==> src/rtl/oled_spi_streamer.sv <==
// oled_spi_streamer: resets an SSD1306 panel, sends its init list, then streams framed pixel bytes over 4-wire SPI
module oled_spi_streamer #(
  parameter int CLK_DIV      = 4,
  parameter int RESET_CYCLES = 1000,
  parameter int FRAME_BYTES  = 1024
) (
  input  logic       clk,
  input  logic       rst_n,
  input  logic [7:0] data_to_send,
  output logic [9:0] byte_counter,
  output logic       sclk,
  output logic       sdin,
  output logic       cs_n,
  output logic       dc,
  output logic       res_n,
  output logic       init_done,
  output logic       frame_done
);
  localparam int DW = $clog2(CLK_DIV + 1);
  localparam int RW = $clog2(RESET_CYCLES + 1);
  typedef enum logic [2:0] {RST_LOW, RST_WAIT, INIT, ADDR, FETCH, DATA} state_t;
  state_t st;
  logic [DW-1:0] dv;
  logic [2:0] bc;
  logic [3:0] idx;
  logic [RW-1:0] cnt;
  logic [7:0] sh, ld_byte;
  logic act, gap, dv_last, done, cnt_last, last, ld;
  // entries 0..7 are the init list, 8..13 the per-frame address window
  function automatic logic [7:0] cmd(input logic [3:0] i);
    case (i)
      4'd0:  return 8'hAE;
      4'd1:  return 8'h20;
      4'd2:  return 8'h00;
      4'd3:  return 8'h8D;
      4'd4:  return 8'h14;
      4'd5:  return 8'hA1;
      4'd6:  return 8'hC8;
      4'd7:  return 8'hAF;
      4'd8:  return 8'h21;
      4'd9:  return 8'h00;
      4'd10: return 8'h7F;
      4'd11: return 8'h22;
      4'd12: return 8'h00;
      default: return 8'h07;
    endcase
  endfunction
  // decide when a new byte starts and which byte it is
  always_comb begin
    dv_last  = dv == DW'(CLK_DIV - 1);
    done     = act & gap & dv_last;
    cnt_last = cnt == RW'(RESET_CYCLES - 1);
    last     = byte_counter == 10'(FRAME_BYTES - 1);
    ld       = (st == RST_WAIT & cnt_last) | ((st == INIT | st == ADDR) & done & idx != 4'd13)
             | (st == FETCH & cnt == RW'(1)) | (st == DATA & done & last);
    ld_byte  = st == FETCH ? data_to_send : cmd(st == RST_WAIT ? 4'd0 : st == DATA ? 4'd8 : idx + 4'd1);
  end
  // byte shifter plus sequencing FSM; a load overrides the shifter's end-of-byte idle
  always_ff @(posedge clk or negedge rst_n) begin
    if (!rst_n) begin
      st <= RST_LOW;
      cnt <= '0;
      dv <= '0;
      bc <= '0;
      idx <= '0;
      sh <= '0;
      act <= 1'b0;
      gap <= 1'b0;
      sclk <= 1'b0;
      sdin <= 1'b0;
      cs_n <= 1'b1;
      dc <= 1'b0;
      res_n <= 1'b0;
      byte_counter <= '0;
      init_done <= 1'b0;
      frame_done <= 1'b0;
    end else begin
      frame_done <= 1'b0;
      cnt <= cnt + 1'b1;
      if (act) begin
        dv <= dv_last ? '0 : dv + 1'b1;
        if (dv_last) begin
          if (gap) act <= 1'b0;
          else if (!sclk) sclk <= 1'b1;
          else begin
            sclk <= 1'b0;
            if (bc == 3'd7) begin
              gap <= 1'b1;
              cs_n <= 1'b1;
            end else begin
              bc <= bc + 3'd1;
              sdin <= sh[7];
              sh <= {sh[6:0], 1'b0};
            end
          end
        end
      end
      if (ld) begin
        act <= 1'b1;
        gap <= 1'b0;
        dv <= '0;
        bc <= '0;
        cs_n <= 1'b0;
        sclk <= 1'b0;
        dc <= st == FETCH;
        sdin <= ld_byte[7];
        sh <= {ld_byte[6:0], 1'b0};
      end
      case (st)
        RST_LOW: if (cnt_last) begin
          st <= RST_WAIT;
          res_n <= 1'b1;
          cnt <= '0;
        end
        RST_WAIT: if (cnt_last) begin
          st <= INIT;
          idx <= '0;
        end
        INIT: if (done) begin
          idx <= idx + 4'd1;
          if (idx == 4'd7) begin
            init_done <= 1'b1;
            st <= ADDR;
          end
        end
        ADDR: if (done) begin
          if (idx == 4'd13) begin
            st <= FETCH;
            byte_counter <= '0;
            cnt <= '0;
          end else idx <= idx + 4'd1;
        end
        FETCH: if (cnt == RW'(1)) st <= DATA;
        DATA: if (done) begin
          cnt <= '0;
          if (last) begin
            byte_counter <= '0;
            frame_done <= 1'b1;
            idx <= 4'd8;
            st <= ADDR;
          end else begin
            byte_counter <= byte_counter + 10'd1;
            st <= FETCH;
          end
        end
        default: st <= RST_LOW;
      endcase
    end
  end
endmodule
==> config.mk <==
export PLATFORM = sky130hd
export DESIGN_NAME = oled_spi_streamer
export DESIGN_NICKNAME = d
export VERILOG_FILES = /design/src/rtl/oled_spi_streamer.sv
export SDC_FILE = /design/constraint.sdc
export NUM_CORES = 1
export LEC_CHECK = 0
export BUFFER_PORTS_ARGS = -buffer_cell sky130_fd_sc_hd__buf_4
export CAP_MARGIN = 5
export CORE_MARGIN = 2
export CORE_UTILIZATION = 60
export CTS_CLUSTER_DIAMETER = 150
export DETAILED_ROUTE_END_ITERATION = 8
export PLACE_DENSITY_LB_ADDON = 0.2
export SLEW_MARGIN = 20
export SYNTH_ARGS = -nofsm -noshare
export SYNTH_HDL_FRONTEND = slang
export SYNTH_SLANG_ARGS = --single-unit
export TNS_END_PERCENT = 1
==> constraint.sdc <==
create_clock -name clk -period 2.4 [get_ports clk]
set_input_delay 0.12 -clock clk [delete_from_list [all_inputs] [get_ports clk]]
set_output_delay 0.12 -clock clk [all_outputs]
set_load 0.01 [all_outputs]
==> impl_summary.txt <==
----------------------------------------------------
[STA]
  Shortest clock period the worst path allows after layout ... 2.23 ns
  Max-Slew Margin vs Limit ... 56.9%
  Number of pins with negative max-slew slack in the final report ... 0
  Final hold viol count ... 0
  Setup_tns ... 0 ns
  Final cycle utilization of the critical path ... 92.8%
  Worst-case hold slack ... 0.0838 ns
  Worst Clk Skew ... 0.00515 ns
  Worst Max-Slew Pin Slew ... 0.643 ns
  Unrepaired setup endpoints after global routing ... no
  Total setup violations reported at the end of the flow ... 0
  Maximum clock rate ... 0.449 GHz

[Synth]
  Number of distinct library cells after synthesis ... 62
  Synthesized netlist net count ... 373
  Synth area leaders ... sky130_fd_sc_hd__dfrtp_1, sky130_fd_sc_hd__nor2_1, sky130_fd_sc_hd__ha_1
  Number of standard cells after synthesis ... 350
  Async set-or-reset flop fraction in the synthesized netlist ... 100%
  Number of enable flip-flop cells after synthesis ... 0
  Cell area after technology mapping ... 3100 sq um
  Dominant cell by count in the synthesized netlist ... sky130_fd_sc_hd__dfrtp_1
  Most used flip-flop cell after synthesis ... sky130_fd_sc_hd__dfrtp_1
  Area leader, netlist ... sky130_fd_sc_hd__dfrtp_1
  Yosys warning count ... 0
  Post-synthesis register bit count ... 49
  Avg Synthesized Cell Area ... 8.84 sq um
  Fraction of synthesized cell area taken by the top area cell type ... 38.8%
  Commonest cells post-synth ... sky130_fd_sc_hd__dfrtp_1, sky130_fd_sc_hd__nor2_1, sky130_fd_sc_hd__nand2_1
  Part of the Yosys area used for sequential elements ... 39.7%

[Clock network]
  Number of sinks driven by the clock tree ... 49
  Insertion delay to the later sink of the worst-skew pair ... 0.30 ns
  TritonCTS clock tree ... yes
  Maximum root-to-sink buffer count ... 2
  Root Driver ... sky130_fd_sc_hd__clkbuf_8
  Maximum level of the CTS H-tree ... 2
  Total clock buffers created by CTS ... 5
  Clk slew on worst S/H paths ... 0.09 ns

[Power and ir drop]
  Combinational power share ... 2.0%
  Net switching fraction of the power ... 18.7%
  Power per unit of standard cell area ... 429 nW/um^2
  Cell-internal power ... 1.25 mW
  Net switching component of the power ... 287 uW
  Power share of the sequential group ... 53.7%
  Overall Power ... 1.54 mW
  Static leakage ... 1.65 nW
  Part of the power in the clock network ... 44.3%
  Highest ir drop seen on vdd ... 0.574 mV

[Global routing]
  Global routing usage summed across all routing layers ... 25.8%
  GRT busiest layer ... met2
  Total gr overflow ... 0
  Met1 track demand over resource in global routing ... 35.5%
  Antenna violations before repair ... 0
  Met2 demand-to-capacity share in global routing ... 39.9%
  Via count of the first global-routing pass ... 2410
  Fraction of met3 tracks used by global routing ... 6.48%
  Wire length of the first global-routing pass ... 11300 um
  Largest net degree at the start of global routing ... 50

[Run]
  MaxCap Viol Count ... 0

[Critical path]
  Kind of end point of the critical path ... flip-flop
  Startpoint kind of the worst setup timing path ... flip-flop
  Slack of the worst reg-to-reg path ... 0.17 ns
  Beginning of the worst register-to-register path ... dv[0]
  Cell count of the worst reg-to-reg path ... 7
  Critical register-to-register path endpoint ... idx[1]
  Largest fanout on the critical path ... 5
  Required time at the endpoint of the critical path ... 2.59 ns
  Type of the worst setup path ... flip-flop to flip-flop
  Data arrival time of the worst path ... 2.42 ns

[Layout]
  Layout overhead on the synthesized area ... 15.8%
  Ratio of cells with drive above 1 in the final layout ... 19.0%
  Ant diodes ... 0
  Register cell area after layout ... 1230 sq um
  Filler cells ... 391
  Number of nets in the finished design ... 412
  Multi-input gate area ... 1720 sq um

[Min path]
  Worst Min Path Start ... data_to_send[2]
  Hold depth ... 3
  Classification of the worst-slack hold path ... input port to flip-flop
  Worst Hold Path EP ... sh[3]

[Floorplanning]
  Top-level port count ... 27
  Cell row count ... 26
  Die X ... 75.8 um
  Core box area ... 5040 sq um
  Initial standard-cell utilization of the core ... 61.4%
  Die area ... 5750 sq um
  Die extent in y ... 75.8 um

[Detailed routing]
  Routed wirelength normalized by instance count ... 15.5 um
  Number of DRC markers after the initial detailed-route iteration ... 250
  DRC errors left ... 0
  Number of iterations in the first detailed-routing pass ... 5
  Via total after detailed routing ... 2727
  Antenna viol nets, final ... 0
  Aggregate routed wire length ... 7120 um
  DR vias/cell ... 5.93

[Place]
  Final weighted congestion in routability-driven placement ... 0.970
  DPL Wire Length ... 5080 um
  PortBufs ... 26

[Outcome]
  Run status ... finished, final reports clean

----------------------------------------------------
-- worst max-delay path by stage --
| stage | from | end | slack (ns) | cells past startpoint |
|---|---|---|---|---|
| final | dv[0] | idx[1] | 0.17 | 7 |
| after global routing | cnt[1] | st[0] | 0.002 | 8 |
| after CTS | dv[0] | idx[1] | 0.05 | 7 |
| after detailed placement | dv[0] | idx[1] | 0.13 | 7 |
| after global placement | dv[0] | idx[0] | 0.23 | 7 |
| after floorplan | byte_counter[0] | idx[0] | 0.34 | 6 |
-- sequential cells by signal, indices dropped and copies added (netlist names), 3 cells and up --
name          count
bc                3
byte_counter     10
cnt              10
dv                3
idx               4
sh                7
st                3
-- placed cells by master, fill, tap and decap left out, drive strengths merged, types with 5 or more instances in the layout --
master	count
buf	49
dfrtp	48
nor2	45
nand2	39
o21ai	28
nand3	14
ha	13
a21oi	12
nor3	12
a31oi	10
inv	9
nand2b	8
xnor2	8
xor2	6
and3	6
nand4	6
clkbuf	5
-- routing by layer --
metal	routed length, um	part of all wire [%]	vias up
li1	-	-	1332
met1	3340	47	1285
met2	3300	46	95
met3	363	5.1	15
met4	118	1.7	0
met5	0	0	-
-- timing repair --
item | CTS | global route
buffers inserted | 0 | 0
hold endpoints to repair | 48 | 0
resized for setup | 0 | 2
endpoints found under the setup margin | 0 | 13
hold buffers | 1 | 0
-- cells by family after synthesis --
family | Yosys count | synth area share, %
AO/OA/AOI/OAI | 86 | 18.5
buffers and inverters | 28 | 5.25
XOR/XNOR | 14 | 3.96
adder cells (fa/ha/maj) | 13 | 5.25
multiplexers | 6 | 2.06
AND/OR/NAND/NOR | 154 | 25.3
flip-flops | 49 | 39.7
-- per-stage QoR --
step                utilization, %  instances  cell area [sq um]  setup slack, ns
global placement              67.9        450               3420            0.229
finish                        71.1        460               3580            0.172
floorplan                        -        350               3100            0.344
global route                  71.1        460               3580          0.00195
detailed placement            67.9        450               3420            0.127
CTS                           70.7        459               3570           0.0494
-- area by class of cell --
type,count,area share (%)
Multi-Input combinational cell,274,48.1
Sequential cell,49,34.3
Tap cell,70,2.44
Clock buffer,5,1.92
Inverter,9,0.943
Clock inverter,3,1.82
Timing Repair Buffer,50,10.5
-- power groups by stage --
| stage | Sequential, mW | Combinational (mW) | Clock [mW] |
|---|---|---|---|
| finish | 0.826 | 0.0310 | 0.681 |
| global route | 0.826 | 0.0355 | 0.730 |
| global placement | 0.843 | 0.0306 | 0 |
| floorplan | 0.843 | 0.000975 | 0 |
| detailed placement | 0.843 | 0.0308 | 0 |
| CTS | 0.826 | 0.0321 | 0.697 |
-- critical path, stage by stage (launching register included) --
cell	delay [ns]
sky130_fd_sc_hd__dfrtp_1	0.39
sky130_fd_sc_hd__ha_1	0.24
sky130_fd_sc_hd__and4b_2	0.34
sky130_fd_sc_hd__a21boi_0	0.11
sky130_fd_sc_hd__o22ai_1	0.16
sky130_fd_sc_hd__a32oi_1	0.11
sky130_fd_sc_hd__or3_1	0.47
sky130_fd_sc_hd__mux2_2	0.30
(Power assumes the default switching activity.)
